File: config.mk
export PLATFORM = sky130hd
export DESIGN_NAME = decode_stage_flat
export DESIGN_NICKNAME = d
export VERILOG_FILES = /design/src/rtl/rv_pkg.sv /design/src/rtl/decode_stage_if.sv /design/src/rtl/decode_stage_reg_file.sv /design/src/rtl/decode_stage.sv /design/src/flat_wrapper.sv
export SDC_FILE = /design/constraint.sdc
export NUM_CORES = 2
export LEC_CHECK = 0
export CAP_MARGIN = 10
export CORE_MARGIN = 2
export CORE_UTILIZATION = 25
export DETAILED_ROUTE_END_ITERATION = 16
export PLACE_DENSITY = 0.45
export SETUP_SLACK_MARGIN = 0.15
export SLEW_MARGIN = 0
export SYNTH_ARGS = -nofsm -noshare
export SYNTH_HDL_FRONTEND = slang
export SYNTH_HIERARCHICAL = 1
export SYNTH_SLANG_ARGS = --single-unit
File: constraint.sdc
create_clock -name clk -period 3.15 [get_ports clk]
set_clock_uncertainty 0.1 [all_clocks]
set_input_delay 0.7875 -clock clk [delete_from_list [all_inputs] [get_ports clk]]
set_output_delay 0.7875 -clock clk [all_outputs]
set_load 0.01 [all_outputs]
File: src/rtl/rv_pkg.sv
// Shared RV32I decode definitions: opcodes, ALU/result-select encodings and the ID/EX register layout.
package rv_pkg;

  localparam logic [6:0] OP_R      = 7'b0110011;
  localparam logic [6:0] OP_I      = 7'b0010011;
  localparam logic [6:0] OP_LOAD   = 7'b0000011;
  localparam logic [6:0] OP_STORE  = 7'b0100011;
  localparam logic [6:0] OP_BRANCH = 7'b1100011;
  localparam logic [6:0] OP_JAL    = 7'b1101111;
  localparam logic [6:0] OP_JALR   = 7'b1100111;
  localparam logic [6:0] OP_LUI    = 7'b0110111;
  localparam logic [6:0] OP_AUIPC  = 7'b0010111;

  localparam logic [31:0] NOP = 32'h0000_0013;

  typedef enum logic [3:0] {
    ALU_ADD   = 4'd0,
    ALU_SUB   = 4'd1,
    ALU_AND   = 4'd2,
    ALU_OR    = 4'd3,
    ALU_XOR   = 4'd4,
    ALU_SLL   = 4'd5,
    ALU_SRL   = 4'd6,
    ALU_SRA   = 4'd7,
    ALU_SLT   = 4'd8,
    ALU_SLTU  = 4'd9,
    ALU_PASSB = 4'd10
  } alu_ctrl_e;

  typedef enum logic [1:0] {
    RES_ALU = 2'b00,
    RES_MEM = 2'b01,
    RES_PC4 = 2'b10
  } result_src_e;

  typedef struct packed {
    logic        reg_write;
    logic        mem_write;
    logic        jump;
    logic        jalr;
    logic        branch;
    result_src_e result_src;
    logic        alu_src_a;
    logic        alu_src_b;
    alu_ctrl_e   alu_control;
    logic        illegal;
  } ctrl_t;

  typedef struct packed {
    ctrl_t       ctrl;
    logic [31:0] rd1;
    logic [31:0] rd2;
    logic [31:0] imm;
    logic [31:0] pc;
    logic [31:0] pc4;
    logic [4:0]  rs1;
    logic [4:0]  rs2;
    logic [4:0]  rd;
    logic [2:0]  funct3;
  } idex_t;

  // funct7[5] only selects SUB for register-register ops; immediates reuse it solely for SRAI.
  function automatic alu_ctrl_e alu_op(input logic [2:0] f3, input logic alt, input logic is_r);
    case (f3)
      3'b000:  return (is_r && alt) ? ALU_SUB : ALU_ADD;
      3'b001:  return ALU_SLL;
      3'b010:  return ALU_SLT;
      3'b011:  return ALU_SLTU;
      3'b100:  return ALU_XOR;
      3'b101:  return alt ? ALU_SRA : ALU_SRL;
      3'b110:  return ALU_OR;
      default: return ALU_AND;
    endcase
  endfunction

endpackage

File: src/rtl/decode_stage_if.sv
// Fetch/writeback/hazard inputs and ID/EX outputs of the decode stage, bundled for port wiring.
interface decode_stage_if;

  logic [31:0] instrD;
  logic [31:0] PCD;
  logic [31:0] PCPlus4D;
  logic        RegWriteW;
  logic [4:0]  RdW;
  logic [31:0] ResultW;
  logic        flush_E;

  logic [4:0]  Rs1D;
  logic [4:0]  Rs2D;
  logic [31:0] RD1E;
  logic [31:0] RD2E;
  logic [31:0] ImmExtE;
  logic [31:0] PCE;
  logic [31:0] PCPlus4E;
  logic [4:0]  Rs1E;
  logic [4:0]  Rs2E;
  logic [4:0]  RdE;
  logic        RegWriteE;
  logic        MemWriteE;
  logic        JumpE;
  logic        JalrE;
  logic        BranchE;
  logic [1:0]  ResultSrcE;
  logic        ALUSrcAE;
  logic        ALUSrcBE;
  logic [3:0]  ALUControlE;
  logic [2:0]  Funct3E;
  logic        IllegalE;

  modport master (
    output instrD, PCD, PCPlus4D, RegWriteW, RdW, ResultW, flush_E,
    input  Rs1D, Rs2D, RD1E, RD2E, ImmExtE, PCE, PCPlus4E, Rs1E, Rs2E, RdE,
    input  RegWriteE, MemWriteE, JumpE, JalrE, BranchE, ResultSrcE,
    input  ALUSrcAE, ALUSrcBE, ALUControlE, Funct3E, IllegalE
  );

  modport slave (
    input  instrD, PCD, PCPlus4D, RegWriteW, RdW, ResultW, flush_E,
    output Rs1D, Rs2D, RD1E, RD2E, ImmExtE, PCE, PCPlus4E, Rs1E, Rs2E, RdE,
    output RegWriteE, MemWriteE, JumpE, JalrE, BranchE, ResultSrcE,
    output ALUSrcAE, ALUSrcBE, ALUControlE, Funct3E, IllegalE
  );

endinterface

File: src/rtl/decode_stage_reg_file.sv
// 2-read/1-write architectural register file with write-first bypass; x0 reads as zero.
module reg_file #(
  parameter int XLEN   = 32,
  parameter int NREGS  = 32,
  parameter bit CLR_RF = 1'b1
) (
  input  logic            clk,
  input  logic            reset,
  input  logic [4:0]      raddr1,
  input  logic [4:0]      raddr2,
  output logic [XLEN-1:0] rdata1,
  output logic [XLEN-1:0] rdata2,
  input  logic            we,
  input  logic [4:0]      waddr,
  input  logic [XLEN-1:0] wdata
);

  logic [XLEN-1:0] regs_q [NREGS];
  logic [XLEN-1:0] regs_d [NREGS];

  always_comb begin
    regs_d = regs_q;
    if (we && waddr != 5'd0) regs_d[waddr] = wdata;
  end

  // With clearing enabled, reset also wins over a writeback landing in the same cycle.
  always_ff @(posedge clk) begin
    if (reset && CLR_RF) regs_q <= '{default: '0};
    else                 regs_q <= regs_d;
  end

  always_comb begin
    rdata1 = '0;
    rdata2 = '0;
    if (raddr1 != 5'd0) rdata1 = (we && waddr == raddr1) ? wdata : regs_q[raddr1];
    if (raddr2 != 5'd0) rdata2 = (we && waddr == raddr2) ? wdata : regs_q[raddr2];
  end

endmodule

File: src/rtl/decode_stage.sv
// RV32I ID stage: control decode, register read, immediate generation and the ID/EX register.
module decode_stage
  import rv_pkg::*;
#(
  parameter int XLEN   = 32,
  parameter int NREGS  = 32,
  parameter bit CLR_RF = 1'b1
) (
  input  logic           clk,
  input  logic           reset,
  decode_stage_if.slave  bus
);

  logic [31:0] instr;
  logic [6:0]  opcode;
  logic [4:0]  rd;
  logic [31:0] rd1, rd2;
  logic [31:0] imm_i, imm_s, imm_b, imm_u, imm_j;
  ctrl_t       ctrl;
  logic [31:0] imm;
  idex_t       idex_d, idex_q;

  assign instr    = bus.instrD;
  assign opcode   = instr[6:0];
  assign rd       = instr[11:7];
  assign bus.Rs1D = instr[19:15];
  assign bus.Rs2D = instr[24:20];

  reg_file #(.XLEN(XLEN), .NREGS(NREGS), .CLR_RF(CLR_RF)) u_reg_file (
    .clk    (clk),
    .reset  (reset),
    .raddr1 (instr[19:15]),
    .raddr2 (instr[24:20]),
    .rdata1 (rd1),
    .rdata2 (rd2),
    .we     (bus.RegWriteW),
    .waddr  (bus.RdW),
    .wdata  (bus.ResultW)
  );

  assign imm_i = {{20{instr[31]}}, instr[31:20]};
  assign imm_s = {{20{instr[31]}}, instr[31:25], instr[11:7]};
  assign imm_b = {{19{instr[31]}}, instr[31], instr[7], instr[30:25], instr[11:8], 1'b0};
  assign imm_u = {instr[31:12], 12'b0};
  assign imm_j = {{11{instr[31]}}, instr[31], instr[19:12], instr[20], instr[30:21], 1'b0};

  always_comb begin
    ctrl = '0;
    imm  = '0;
    case (opcode)
      OP_R: begin
        ctrl.reg_write   = 1'b1;
        ctrl.alu_control = alu_op(instr[14:12], instr[30], 1'b1);
      end
      OP_I: begin
        ctrl.reg_write   = 1'b1;
        ctrl.alu_src_b   = 1'b1;
        ctrl.alu_control = alu_op(instr[14:12], instr[30], 1'b0);
        imm              = imm_i;
      end
      OP_LOAD: begin
        ctrl.reg_write  = 1'b1;
        ctrl.alu_src_b  = 1'b1;
        ctrl.result_src = RES_MEM;
        imm             = imm_i;
      end
      OP_STORE: begin
        ctrl.mem_write = 1'b1;
        ctrl.alu_src_b = 1'b1;
        imm            = imm_s;
      end
      OP_BRANCH: begin
        ctrl.branch      = 1'b1;
        ctrl.alu_control = ALU_SUB;
        imm              = imm_b;
      end
      OP_JAL: begin
        ctrl.reg_write  = 1'b1;
        ctrl.jump       = 1'b1;
        ctrl.result_src = RES_PC4;
        imm             = imm_j;
      end
      OP_JALR: begin
        ctrl.reg_write  = 1'b1;
        ctrl.jalr       = 1'b1;
        ctrl.alu_src_b  = 1'b1;
        ctrl.result_src = RES_PC4;
        imm             = imm_i;
      end
      OP_LUI: begin
        ctrl.reg_write   = 1'b1;
        ctrl.alu_src_b   = 1'b1;
        ctrl.alu_control = ALU_PASSB;
        imm              = imm_u;
      end
      OP_AUIPC: begin
        ctrl.reg_write = 1'b1;
        ctrl.alu_src_a = 1'b1;
        ctrl.alu_src_b = 1'b1;
        imm            = imm_u;
      end
      default: ctrl.illegal = 1'b1;
    endcase
    if (rd == 5'd0) ctrl.reg_write = 1'b0;
  end

  // A flushed slot is an all-zero bundle, which execute treats as a NOP.
  always_comb begin
    idex_d = '0;
    if (!bus.flush_E) begin
      idex_d.ctrl   = ctrl;
      idex_d.rd1    = rd1;
      idex_d.rd2    = rd2;
      idex_d.imm    = imm;
      idex_d.pc     = bus.PCD;
      idex_d.pc4    = bus.PCPlus4D;
      idex_d.rs1    = instr[19:15];
      idex_d.rs2    = instr[24:20];
      idex_d.rd     = rd;
      idex_d.funct3 = instr[14:12];
    end
  end

  always_ff @(posedge clk) begin
    if (reset) idex_q <= '0;
    else       idex_q <= idex_d;
  end

  assign bus.RD1E        = idex_q.rd1;
  assign bus.RD2E        = idex_q.rd2;
  assign bus.ImmExtE     = idex_q.imm;
  assign bus.PCE         = idex_q.pc;
  assign bus.PCPlus4E    = idex_q.pc4;
  assign bus.Rs1E        = idex_q.rs1;
  assign bus.Rs2E        = idex_q.rs2;
  assign bus.RdE         = idex_q.rd;
  assign bus.Funct3E     = idex_q.funct3;
  assign bus.RegWriteE   = idex_q.ctrl.reg_write;
  assign bus.MemWriteE   = idex_q.ctrl.mem_write;
  assign bus.JumpE       = idex_q.ctrl.jump;
  assign bus.JalrE       = idex_q.ctrl.jalr;
  assign bus.BranchE     = idex_q.ctrl.branch;
  assign bus.ResultSrcE  = idex_q.ctrl.result_src;
  assign bus.ALUSrcAE    = idex_q.ctrl.alu_src_a;
  assign bus.ALUSrcBE    = idex_q.ctrl.alu_src_b;
  assign bus.ALUControlE = idex_q.ctrl.alu_control;
  assign bus.IllegalE    = idex_q.ctrl.illegal;

endmodule
File: src/flat_wrapper.sv
// flat-port wrapper written by rule: the top's interface ports become plain ports
module decode_stage_flat import rv_pkg::*;
#(
  parameter int XLEN   = 32,
  parameter int NREGS  = 32,
  parameter bit CLR_RF = 1'b1
)
  (clk, reset, bus_instrD, bus_PCD, bus_PCPlus4D, bus_RegWriteW, bus_RdW, bus_ResultW, bus_flush_E, bus_Rs1D, bus_Rs2D, bus_RD1E, bus_RD2E, bus_ImmExtE, bus_PCE, bus_PCPlus4E, bus_Rs1E, bus_Rs2E, bus_RdE, bus_RegWriteE, bus_MemWriteE, bus_JumpE, bus_JalrE, bus_BranchE, bus_ResultSrcE, bus_ALUSrcAE, bus_ALUSrcBE, bus_ALUControlE, bus_Funct3E, bus_IllegalE);
  decode_stage_if bus_i ();
  input  logic clk;
  input  logic reset;
  input wire logic [$bits(bus_i.instrD)-1:0] bus_instrD;
  input wire logic [$bits(bus_i.PCD)-1:0] bus_PCD;
  input wire logic [$bits(bus_i.PCPlus4D)-1:0] bus_PCPlus4D;
  input wire logic [$bits(bus_i.RegWriteW)-1:0] bus_RegWriteW;
  input wire logic [$bits(bus_i.RdW)-1:0] bus_RdW;
  input wire logic [$bits(bus_i.ResultW)-1:0] bus_ResultW;
  input wire logic [$bits(bus_i.flush_E)-1:0] bus_flush_E;
  output wire logic [$bits(bus_i.Rs1D)-1:0] bus_Rs1D;
  output wire logic [$bits(bus_i.Rs2D)-1:0] bus_Rs2D;
  output wire logic [$bits(bus_i.RD1E)-1:0] bus_RD1E;
  output wire logic [$bits(bus_i.RD2E)-1:0] bus_RD2E;
  output wire logic [$bits(bus_i.ImmExtE)-1:0] bus_ImmExtE;
  output wire logic [$bits(bus_i.PCE)-1:0] bus_PCE;
  output wire logic [$bits(bus_i.PCPlus4E)-1:0] bus_PCPlus4E;
  output wire logic [$bits(bus_i.Rs1E)-1:0] bus_Rs1E;
  output wire logic [$bits(bus_i.Rs2E)-1:0] bus_Rs2E;
  output wire logic [$bits(bus_i.RdE)-1:0] bus_RdE;
  output wire logic [$bits(bus_i.RegWriteE)-1:0] bus_RegWriteE;
  output wire logic [$bits(bus_i.MemWriteE)-1:0] bus_MemWriteE;
  output wire logic [$bits(bus_i.JumpE)-1:0] bus_JumpE;
  output wire logic [$bits(bus_i.JalrE)-1:0] bus_JalrE;
  output wire logic [$bits(bus_i.BranchE)-1:0] bus_BranchE;
  output wire logic [$bits(bus_i.ResultSrcE)-1:0] bus_ResultSrcE;
  output wire logic [$bits(bus_i.ALUSrcAE)-1:0] bus_ALUSrcAE;
  output wire logic [$bits(bus_i.ALUSrcBE)-1:0] bus_ALUSrcBE;
  output wire logic [$bits(bus_i.ALUControlE)-1:0] bus_ALUControlE;
  output wire logic [$bits(bus_i.Funct3E)-1:0] bus_Funct3E;
  output wire logic [$bits(bus_i.IllegalE)-1:0] bus_IllegalE;
  assign bus_i.instrD = bus_instrD;
  assign bus_i.PCD = bus_PCD;
  assign bus_i.PCPlus4D = bus_PCPlus4D;
  assign bus_i.RegWriteW = bus_RegWriteW;
  assign bus_i.RdW = bus_RdW;
  assign bus_i.ResultW = bus_ResultW;
  assign bus_i.flush_E = bus_flush_E;
  assign bus_Rs1D = bus_i.Rs1D;
  assign bus_Rs2D = bus_i.Rs2D;
  assign bus_RD1E = bus_i.RD1E;
  assign bus_RD2E = bus_i.RD2E;
  assign bus_ImmExtE = bus_i.ImmExtE;
  assign bus_PCE = bus_i.PCE;
  assign bus_PCPlus4E = bus_i.PCPlus4E;
  assign bus_Rs1E = bus_i.Rs1E;
  assign bus_Rs2E = bus_i.Rs2E;
  assign bus_RdE = bus_i.RdE;
  assign bus_RegWriteE = bus_i.RegWriteE;
  assign bus_MemWriteE = bus_i.MemWriteE;
  assign bus_JumpE = bus_i.JumpE;
  assign bus_JalrE = bus_i.JalrE;
  assign bus_BranchE = bus_i.BranchE;
  assign bus_ResultSrcE = bus_i.ResultSrcE;
  assign bus_ALUSrcAE = bus_i.ALUSrcAE;
  assign bus_ALUSrcBE = bus_i.ALUSrcBE;
  assign bus_ALUControlE = bus_i.ALUControlE;
  assign bus_Funct3E = bus_i.Funct3E;
  assign bus_IllegalE = bus_i.IllegalE;
  decode_stage #(.XLEN(XLEN), .NREGS(NREGS), .CLR_RF(CLR_RF)) u_core (.clk(clk), .reset(reset), .bus(bus_i));
endmodule
==> impl_metrics.yaml <==
clock_network:
  ctsResizeCount: 10
  postCtsHoldBufs: 0
  htree_levels: 4
  cts.sinks: 1216
  clk_path_buf_depth: 3
  path_clk_slew_ps: 60
  root_buffer: "clkbuf_16"
  cts_buffers: 149
  cts_tree: "done"
  clk_latency_ps: 830
  cts_setup_buffers: 0
critical_path:
  crit_path_max_incr_delay_ps: 690
  cp_slowest_cell: "clkdlybuf4s50_1"
  path_cells: "clkdlybuf4s50_1"
  cp-start-kind: "flop"
  critPathMaxFanout: 1
  critPathRequiredTime_ps: 2260
  crit_arrival_ps: 2040
  cp_top_family: "buffers and inverters"
  path_buf_inv: 1
  criticalPathCategory: "flop to primary output"
  cp-end-kind: "primary output"
timing:
  timing.final.hold_violations: 0
  worst_pin_slew_ps: 1230
  drv_slew: 0
  rsz0062_at_grt: "false"
  setup-violations-final: 0
  fmax_mhz: 342
  period_share: 0.928
  min_period_ps: 2920
  maxSlewHeadroom: 0.161
flow_run:
  cap_viol_max_count: 0
route:
  drtAntennaViolNets: 0
  via_per_inst: 5.46
  dr.pass1.iters: 6
  num_vias: 55800
  wire_per_inst_um: 29.8
  drt_iter0_drc: 7123
  drc: 0
  routed_wl_mm: 305
synth:
  synth_edf_count: 0
  ys_seq_elements: 1216
  seq_area_frac_synth: 0.419
  synth_area_sq_mm: 0.0581
  ys.flop_type: "dfxtp_1"
  async_flop_share: 0
  synth.net_count: 6791
  syn_inst: 6654
  syn_area_per_cell_sq_um: 8.73
  yosysWarnings: 6
  ys_types: 71
hold_path:
  hold_class: "input port to flop"
status:
  outcome: "complete, no violations"
floorplan:
  core-area_sq_mm: 0.231
  ios: 339
  fp.dieW_um: 486
  dieArea_sq_mm: 0.236
  rows: 176
  start_util: 0.252
  dieHeight_um: 486
pwr:
  powerDensity_mw_per_mm2: 502
  p_leak_nw: 25.6
  peakVddDrop_mv: 0.494
final_layout:
  most-common-layout-cells: "nand2_1 (2061), dfxtp_1 (1206), a21oi_1 (1089)"
  finalInstanceArea_sq_mm: 0.0751
  layout.nets: 7185
  layout_commonest_cell: "nand2_1"
  multi_input_area_sq_mm: 0.0311
  nFillCells: 23500
  final_core_utilization: 0.326
  synthToLayoutAreaGrowth_pct: 29.2
  register_area_sq_mm: 0.0244
  drive_above_1_share: 0.194
global_routing:
  grt_pass1_wl_mm: 418
  grt_max_degree: 151
  gr-usage-all-layers: 0.248
  grt_antenna_before_repair: 22
  grt_overflow: 0
  first_global_vias: 52500
placed_design:
  place_area_sq_mm: 0.0699
  port_buffers: 338
  dpl.hpwl_mm: 205
  place.gp.congestion: 0.916
sequential cells by signal, summed over array words and instances (netlist names), 3 cells and up:
register                  count
u_core/bus.ImmExtE           32
u_core/bus.RdE                5
u_core/bus.Funct3E            3
u_core/bus.PCPlus4E          32
u_core/bus.RD2E              32
u_core/bus.RD1E              32
u_core/bus.ALUControlE        4
u_core/u_reg_file/regs_q   1024
u_core/bus.Rs2E               5
u_core/bus.Rs1E               5
u_core/bus.PCE               32
path summary, 6_finish.rpt:
path	from	to	slack, ps	depth (start not counted)
setup / recovery	u_core/bus.RD2E[17]	bus_RD2E[17]	230	1
hold reg to reg	u_core/u_reg_file/regs_q[416]	u_core/u_reg_file/regs_q[416]	370	2
hold / removal	reset	u_core/u_reg_file/regs_q[1017]	280	2
setup reg to reg	u_core/u_reg_file/regs_q[480]	u_core/bus.RD1E[0]	550	8
per-stage QoR:
| stage | setup TNS (ps) | total power, mW | cells | setup WS [ps] | hold WS (ps) |
|---|---|---|---|---|---|
| floorplan | 0 | 17.7 | 6654 | 276 | 333 |
| detailed placement | -3600 | 19.7 | 9923 | -370 | 356 |
| global placement | -4550 | 19.7 | 9923 | -383 | 348 |
| finish | 0 | 37.7 | 10200 | 226 | 279 |
| CTS | 0 | 37.9 | 10200 | 162 | 233 |
| global route | 0 | 38.7 | 10200 | 208 | 268 |
cells by family (layout without fill, tap and decap cells):
group | after synthesis | count (layout) | synth area share
flops | 1216 | 1216 | 0.419
buf+inv | 694 | 1206 | 0.0523
simple gates | 2566 | 2566 | 0.183
mux | 642 | 642 | 0.195
xor+xnor | 12 | 12 | 0.00181
other cells | 0 | 16 | 0
compound gates | 1524 | 1524 | 0.149
cells in the mapped netlist, types with 6 or more instances:
| library cell | instances | area share |
|---|---|---|
| nand2_1 | 2092 | 0.14 |
| dfxtp_1 | 1216 | 0.42 |
| a21oi_1 | 1089 | 0.094 |
| clkbuf_1 | 523 | 0.034 |
| mux4_2 | 387 | 0.15 |
| mux2i_1 | 200 | 0.034 |
| and2_1 | 164 | 0.018 |
| a22oi_1 | 98 | 0.013 |
| nor2_1 | 87 | 0.0056 |
| buf_2 | 70 | 0.0060 |
| o22ai_1 | 65 | 0.0070 |
| nor2b_1 | 61 | 0.0066 |
| o21ai_0 | 61 | 0.0053 |
| mux2_2 | 55 | 0.011 |
| buf_4 | 54 | 0.0070 |
| nor3_1 | 54 | 0.0047 |
| a221oi_1 | 35 | 0.0053 |
| a211oi_1 | 31 | 0.0040 |
| a2111oi_0 | 24 | 0.0036 |
| nand2b_1 | 24 | 0.0026 |
| a221o_1 | 18 | 0.0031 |
| buf_6 | 18 | 0.0035 |
| a22o_1 | 17 | 0.0026 |
| a21o_1 | 14 | 0.0018 |
| buf_1 | 14 | 0.00090 |
| nor4_1 | 14 | 0.0015 |
| a31oi_1 | 13 | 0.0014 |
| nand3_1 | 11 | 0.00095 |
| o211ai_1 | 11 | 0.0014 |
| a211o_1 | 10 | 0.0015 |
| xnor2_1 | 10 | 0.0015 |
| inv_1 | 8 | 0.00052 |
| and3_1 | 7 | 0.00075 |
| o21a_1 | 7 | 0.00090 |
| or2_2 | 7 | 0.00075 |
| or4_1 | 7 | 0.00090 |
| nand3b_1 | 6 | 0.00078 |
layer usage:
metal	vias up	global-route usage	wire length, um
li1	23900	-	-
met1	27800	0.329	124000
met2	3397	0.386	136000
met3	657	0.0488	28500
met4	8	0.120	16300
met5	-	0	43
worst register-to-register path, delay by kind of cell (launching register included):
kind            cells  cell delay, ps
simple gates        2             270
flops               1             360
compound gates      2            1260
mux                 2             300
buf+inv             2             270
where the power goes:
group | total (mW) | switching, mW | internal, mW | leakage [nW]
logic | 3.81 | 2.34 | 1.46 | 13.3
clock network | 18.2 | 7.37 | 10.9 | 2.53
registers | 15.7 | 0.124 | 15.5 | 9.82
total | 37.7 | 9.83 | 27.9 | 25.6
cell type report:
cell class	instances	area share
clock inverter	54	0.00943
tap	3026	0.0504
multi-input combinational	4744	0.414
timing repair buffer	928	0.142
sequential	1216	0.324
antenna	16	0.000533
inverter	9	0.000450
clock buffer	215	0.0587
Note: power is estimated with default switching activity, not from simulation.
